[config.mk]
export PLATFORM = sky130hd
export DESIGN_NAME = spike_rate_encoder
export DESIGN_NICKNAME = d
export VERILOG_FILES = /design/src/rtl/spike_rate_encoder.sv
export SDC_FILE = /design/constraint.sdc
export NUM_CORES = 1
export LEC_CHECK = 0
export CORE_MARGIN = 4
export CORE_UTILIZATION = 52
export CTS_BUF_LIST = sky130_fd_sc_hd__clkbuf_4 sky130_fd_sc_hd__clkbuf_8
export CTS_CLUSTER_SIZE = 25
export DETAILED_ROUTE_END_ITERATION = 8
export GPL_ROUTABILITY_DRIVEN = 0
export GPL_TIMING_DRIVEN = 0
export MAX_ROUTING_LAYER = met4
export PLACE_DENSITY = 0.73
export RECOVER_POWER = 25
export SLEW_MARGIN = 0
export SYNTH_ARGS = -nofsm -noshare
export SYNTH_HDL_FRONTEND = slang
export SYNTH_SLANG_ARGS = --single-unit
[constraint.sdc]
create_clock -name clk -period 4.7 [get_ports clk]
set_input_delay 1.41 -clock clk [delete_from_list [all_inputs] [get_ports clk]]
set_output_delay 1.41 -clock clk [all_outputs]
set_load 0.01 [all_outputs]
[src/rtl/spike_rate_encoder.sv]
// spike_rate_encoder
// Latches one spike count per channel (3 channels) and replays it as an
// evenly spaced spike train over 'accumulate_interval' timesteps, using a
// Bresenham-style accumulator per channel. Timesteps leave through a
// valid/ready handshake; a stalled timestep holds all state and outputs.
module spike_rate_encoder #(
    parameter int TIMER_WIDTH = 5
) (
    input  logic                   clk,
    input  logic                   rst,
    input  logic [TIMER_WIDTH-1:0] accumulate_interval,
    input  logic                   in_valid,
    output logic                   in_ready,
    input  logic [TIMER_WIDTH-1:0] count_0,
    input  logic [TIMER_WIDTH-1:0] count_1,
    input  logic [TIMER_WIDTH-1:0] count_2,
    output logic                   out_valid,
    input  logic                   out_ready,
    output logic                   spike_0,
    output logic                   spike_1,
    output logic                   spike_2,
    output logic                   frame_last
);

    localparam int NCH = 3;
    localparam logic [TIMER_WIDTH-1:0] ONE  = {{(TIMER_WIDTH-1){1'b0}}, 1'b1};
    localparam logic [TIMER_WIDTH-1:0] ZERO = {TIMER_WIDTH{1'b0}};

    typedef enum logic [0:0] {
        IDLE = 1'b0,
        RUN  = 1'b1
    } state_t;

    state_t                 state_q;
    logic [TIMER_WIDTH-1:0] step_q;
    logic [TIMER_WIDTH-1:0] interval_q;
    logic [TIMER_WIDTH-1:0] cnt_q [NCH];
    logic [TIMER_WIDTH-1:0] acc_q [NCH];

    logic [TIMER_WIDTH-1:0] count_in_s [NCH];
    logic [TIMER_WIDTH:0]   sum_s      [NCH];
    logic [TIMER_WIDTH-1:0] acc_d      [NCH];
    logic [NCH-1:0]         spike_s;
    logic                   run_s;
    logic                   last_s;
    logic                   xfer_s;

    // A channel can never be asked for more spikes than there are timesteps.
    function automatic logic [TIMER_WIDTH-1:0] clamp_count(
        input logic [TIMER_WIDTH-1:0] cnt,
        input logic [TIMER_WIDTH-1:0] lim
    );
        return (cnt > lim) ? lim : cnt;
    endfunction

    assign count_in_s[0] = count_0;
    assign count_in_s[1] = count_1;
    assign count_in_s[2] = count_2;

    assign run_s  = (state_q == RUN);
    assign last_s = run_s && (step_q == (interval_q - ONE));
    assign xfer_s = run_s && out_ready;

    // Per-channel accumulator step: spike when the running sum reaches the interval.
    always_comb begin
        for (int i = 0; i < NCH; i++) begin
            sum_s[i]   = {1'b0, acc_q[i]} + {1'b0, cnt_q[i]};
            spike_s[i] = run_s && (sum_s[i] >= {1'b0, interval_q});
            // The true result always fits in TIMER_WIDTH bits, so modular math is exact.
            if (spike_s[i]) begin
                acc_d[i] = acc_q[i] + cnt_q[i] - interval_q;
            end else begin
                acc_d[i] = acc_q[i] + cnt_q[i];
            end
        end
    end

    assign in_ready   = !run_s;
    assign out_valid  = run_s;
    assign spike_0    = spike_s[0];
    assign spike_1    = spike_s[1];
    assign spike_2    = spike_s[2];
    assign frame_last = last_s;

    // Frame FSM: accept a frame in IDLE, advance one timestep per transfer in RUN.
    always_ff @(posedge clk) begin
        if (rst) begin
            state_q    <= IDLE;
            step_q     <= ZERO;
            interval_q <= ZERO;
            for (int i = 0; i < NCH; i++) begin
                cnt_q[i] <= ZERO;
                acc_q[i] <= ZERO;
            end
        end else begin
            case (state_q)
                IDLE: begin
                    if (in_valid) begin
                        interval_q <= accumulate_interval;
                        step_q     <= ZERO;
                        for (int i = 0; i < NCH; i++) begin
                            cnt_q[i] <= clamp_count(count_in_s[i], accumulate_interval);
                            acc_q[i] <= ZERO;
                        end
                        // A zero-length frame has nothing to emit and is dropped.
                        state_q <= (accumulate_interval != ZERO) ? RUN : IDLE;
                    end else begin
                        state_q <= IDLE;
                    end
                end
                RUN: begin
                    if (xfer_s) begin
                        step_q <= step_q + ONE;
                        for (int i = 0; i < NCH; i++) begin
                            acc_q[i] <= acc_d[i];
                        end
                        state_q <= last_s ? IDLE : RUN;
                    end else begin
                        state_q <= RUN;
                    end
                end
                default: begin
                    state_q <= IDLE;
                end
            endcase
        end
    end

endmodule

==> results.py <==
metrics = {
    "synthesis": {
        "postSynthAreaPerCell_um2": 9.766,
        "yosysWarnings": 0,
        "postSynthNetCount": 416,
        "synthesis.area_um2": 3311,
        "synth_seq_area_share": 0.3386,
        "synthCells": 339,
        "ys_ff_latch": 41,
        "ys_types": 38,
    },
    "setup_path": {
        "path_class": "reg2out",
        "worst-path-max-fanout": 3,
        "regToRegSetupSlack_ns": 1.37,
        "r2r_cells": 13,
        "crit_buf_inv": 2,
        "required_ns": 3.29,
        "arrival_ns": 3.08,
        "cp_slowest_cell": "fa_1",
        "crit_family": "adder cells",
        "start_kind": "flip-flop",
        "reg2reg_from": "cnt_q[0][0]$_SDFFCE_PN0P_",
        "crit_chain": "ha_2, inv_1, fa_1, nand2b_1, a21oi_2, xor2_1, ha_1, and3_1, a311o_1, a211oi_4, nor2_1, clkbuf_2",
        "worst_path_largest_cell_delay_ns": 0.39,
        "worstReg2RegEnd": "acc_q[0][1]$_SDFFCE_PN0P_",
        "end_kind": "primary output",
    },
    "timing": {
        "setup-tns-final_ns": 0,
        "slew_headroom": 0.5425,
        "skew_ns": 0.01253,
        "max_freq_mhz": 222.9,
        "slew_viol_final": 0,
        "rsz0062_at_grt": "false",
        "tightest_slew_ns": 0.6846,
        "period_minus_slack_ns": 4.486,
        "hold_viol": 0,
        "setup_violations": 0,
        "fin_crit_sh": 0.9544,
    },
    "drt": {
        "ant_nets": 0,
        "num_vias": 2641,
        "wl_per_cell_um": 16.02,
        "drt-total-wl_um": 7307,
        "vias_per_cell": 5.792,
        "dr.first_iter.drc_count": 189,
        "drt_first_pass_iters": 4,
        "drc_errors": 0,
    },
    "place": {
        "hpwl_um": 5772,
        "numPortBuffers": 28,
    },
    "clock_tree": {
        "clock_latency_ns": 0.29,
        "clock_path_buffers": 2,
        "clock_sinks": 41,
        "cts_root_buffer": "clkbuf_8",
        "clk_pin_slew_ns": 0.08,
        "cts_buffers": 5,
        "cts_hold_buf": 0,
        "tritoncts": "yes",
        "htree_levels": 2,
    },
    "floorplan": {
        "dieArea_um2": 7707,
        "core_um2": 6061,
        "pin_count": 30,
        "dieHeight_um": 87.79,
        "num_rows": 28,
        "fp.dieW_um": 87.79,
        "start_util": 0.5462,
    },
    "cells_and_area": {
        "diodes": 0,
        "drive_gt1_frac": 0.06824,
        "area_growth_pct": 16.67,
        "layout_commonest_cell": "ha_1",
        "final_core_util": 0.6373,
        "nets": 457,
        "final_cell_mix": "46 x ha_1, 40 x nor2_1, 36 x inv_1, 30 x edfxtp_1, 22 x clkdlybuf4s50_1",
    },
    "outcome": {
        "outcome": "finished clean",
    },
    "global_routing": {
        "grt_pass1_vias": 2732,
        "grt.overflow.total": 0,
        "grt_start_max_net_pins": 21,
        "antenna_found_initial": 0,
        "grt_usage": 0.2180,
        "grt_pass1_wl_um": 12500,
    },
    "run": {
        "maxCapViolCount": 0,
    },
    "min_path": {
        "whs_endpoint": "step_q[4]$_SDFFE_PP0P_",
        "hp-start": "step_q[4]$_SDFFE_PP0P_",
        "hp-class": "reg2reg",
        "holdPathStages": 2,
    },
    "power": {
        "power.density_nw_per_um2": 338.8,
        "irDropWorstVdd_v": 0.0001676,
        "leakagePower_nw": 1.639,
    },
}
[synthesized netlist by cell type, drive strengths merged]
cell | n | area (µm²)
a2111oi | 2 | 37.54
a211oi | 7 | 70.07
a21o | 6 | 45.04
a21oi | 14 | 70.07
a221oi | 1 | 8.760
a311o | 1 | 10.01
a31oi | 2 | 12.51
a32o | 1 | 10.01
and2 | 1 | 6.260
and3 | 2 | 12.51
buf | 2 | 10.01
clkbuf | 4 | 15.01
dfxtp | 11 | 220.2
edfxtp | 30 | 900.9
fa | 6 | 120.1
ha | 47 | 588.1
inv | 36 | 135.1
mux2i | 18 | 180.2
nand2 | 10 | 37.54
nand2b | 3 | 18.77
nand3 | 20 | 100.1
nand4 | 5 | 31.28
nor2 | 40 | 150.1
nor2b | 3 | 18.77
nor3 | 2 | 10.01
o21a | 3 | 22.52
o21ai | 8 | 40.04
o21bai | 3 | 26.27
o221ai | 1 | 8.760
o22ai | 8 | 50.05
o31ai | 17 | 127.6
or4 | 2 | 15.01
xnor2 | 13 | 113.9
xor2 | 10 | 87.58
[metrics by stage]
stage	setup WS, ns	area, µm²	power, mW	hold WS (ns)	std cells
after floorplan	0.6263	3311	0.8558	0.4612	339
after global placement	-0.05031	3685	0.9670	0.4827	442
after detailed placement	-0.04614	3685	0.9844	0.5144	442
after CTS	0.06705	3831	1.295	0.5295	453
after global routing	0.05444	3862	1.409	0.5552	456
final	0.2141	3862	1.309	0.5242	456
[worst reg2reg max path, stage by stage (launching register included)]
cell and delay [ns]:
edfxtp_1 0.38, ha_2 0.19, inv_1 0.05, fa_1 0.39, nand2b_1 0.17, a21oi_2 0.14
xor2_1 0.20, ha_1 0.28, and3_1 0.18, a311o_1 0.36, a211oi_4 0.26, buf_4 0.21
mux2i_1 0.20, nor2_1 0.06
[routing by layer]
layer / track usage / up-vias / share of wire
met4: 0.1227 / 0 / 0.018
met3: 0.03575 / 11 / 0.046
met5: - / - / 0
li1: - / 1327 / -
met2: 0.3315 / 74 / 0.48
met1: 0.2748 / 1229 / 0.46
[where the power goes]
| group | switching, mW | total [mW] | internal [mW] |
|---|---|---|---|
| combinational | 0.319 | 0.586 | 0.267 |
| sequential | 0.0178 | 0.442 | 0.424 |
| clock | 0.118 | 0.281 | 0.163 |
[worst max path at each step]
stage / start / to / slack, ns / cells after the start
floorplan: cnt_q[0][0]$_SDFFCE_PN0P_ / spike_0 / 0.63 / 11
global placement: cnt_q[0][0]$_SDFFCE_PN0P_ / spike_0 / -0.05 / 12
detailed placement: cnt_q[0][0]$_SDFFCE_PN0P_ / spike_0 / -0.05 / 12
CTS: cnt_q[0][0]$_SDFFCE_PN0P_ / spike_0 / 0.07 / 12
global route: cnt_q[0][0]$_SDFFCE_PN0P_ / spike_0 / 0.05 / 12
finish: cnt_q[0][0]$_SDFFCE_PN0P_ / spike_0 / 0.21 / 12
[kinds of logic (layout without fill, tap and decap cells)]
family / count (synthesis) / in the layout / synth area share
AND/OR/NAND/NOR: 88 / 88 / 0.1209
AO/OA/AOI/OAI: 74 / 74 / 0.1629
adder cells (fa/ha/maj): 53 / 53 / 0.2139
buffers and inverters: 42 / 84 / 0.04837
flip-flops: 41 / 41 / 0.3386
XOR/XNOR: 23 / 23 / 0.06085
multiplexers: 18 / 18 / 0.05442
[sequential cells by signal, summed over array words and instances, names as in the netlist]
register,count
out_valid,1
step_q,5
acc_q,15
cnt_q,15
interval_q,5
[timing repair]
item,CTS,global route
gates resized for setup,6,6
pin swaps,3,7
setup endpoints to repair,3,3
buffers inserted,3,3
[layout make-up]
cell class                      count  area, µm²
Buffer                              6      27.53
Clock buffer                        6      76.32
Clock inverter                      2      33.78
Fill cell                         520       2198
Inverter                           36      135.1
Multi-Input combinational cell    256       2053
Sequential cell                    41       1121
Tap cell                           75      93.84
Timing Repair Buffer               34      321.6
No activity file was read; power rests on OpenSTA's default activity.
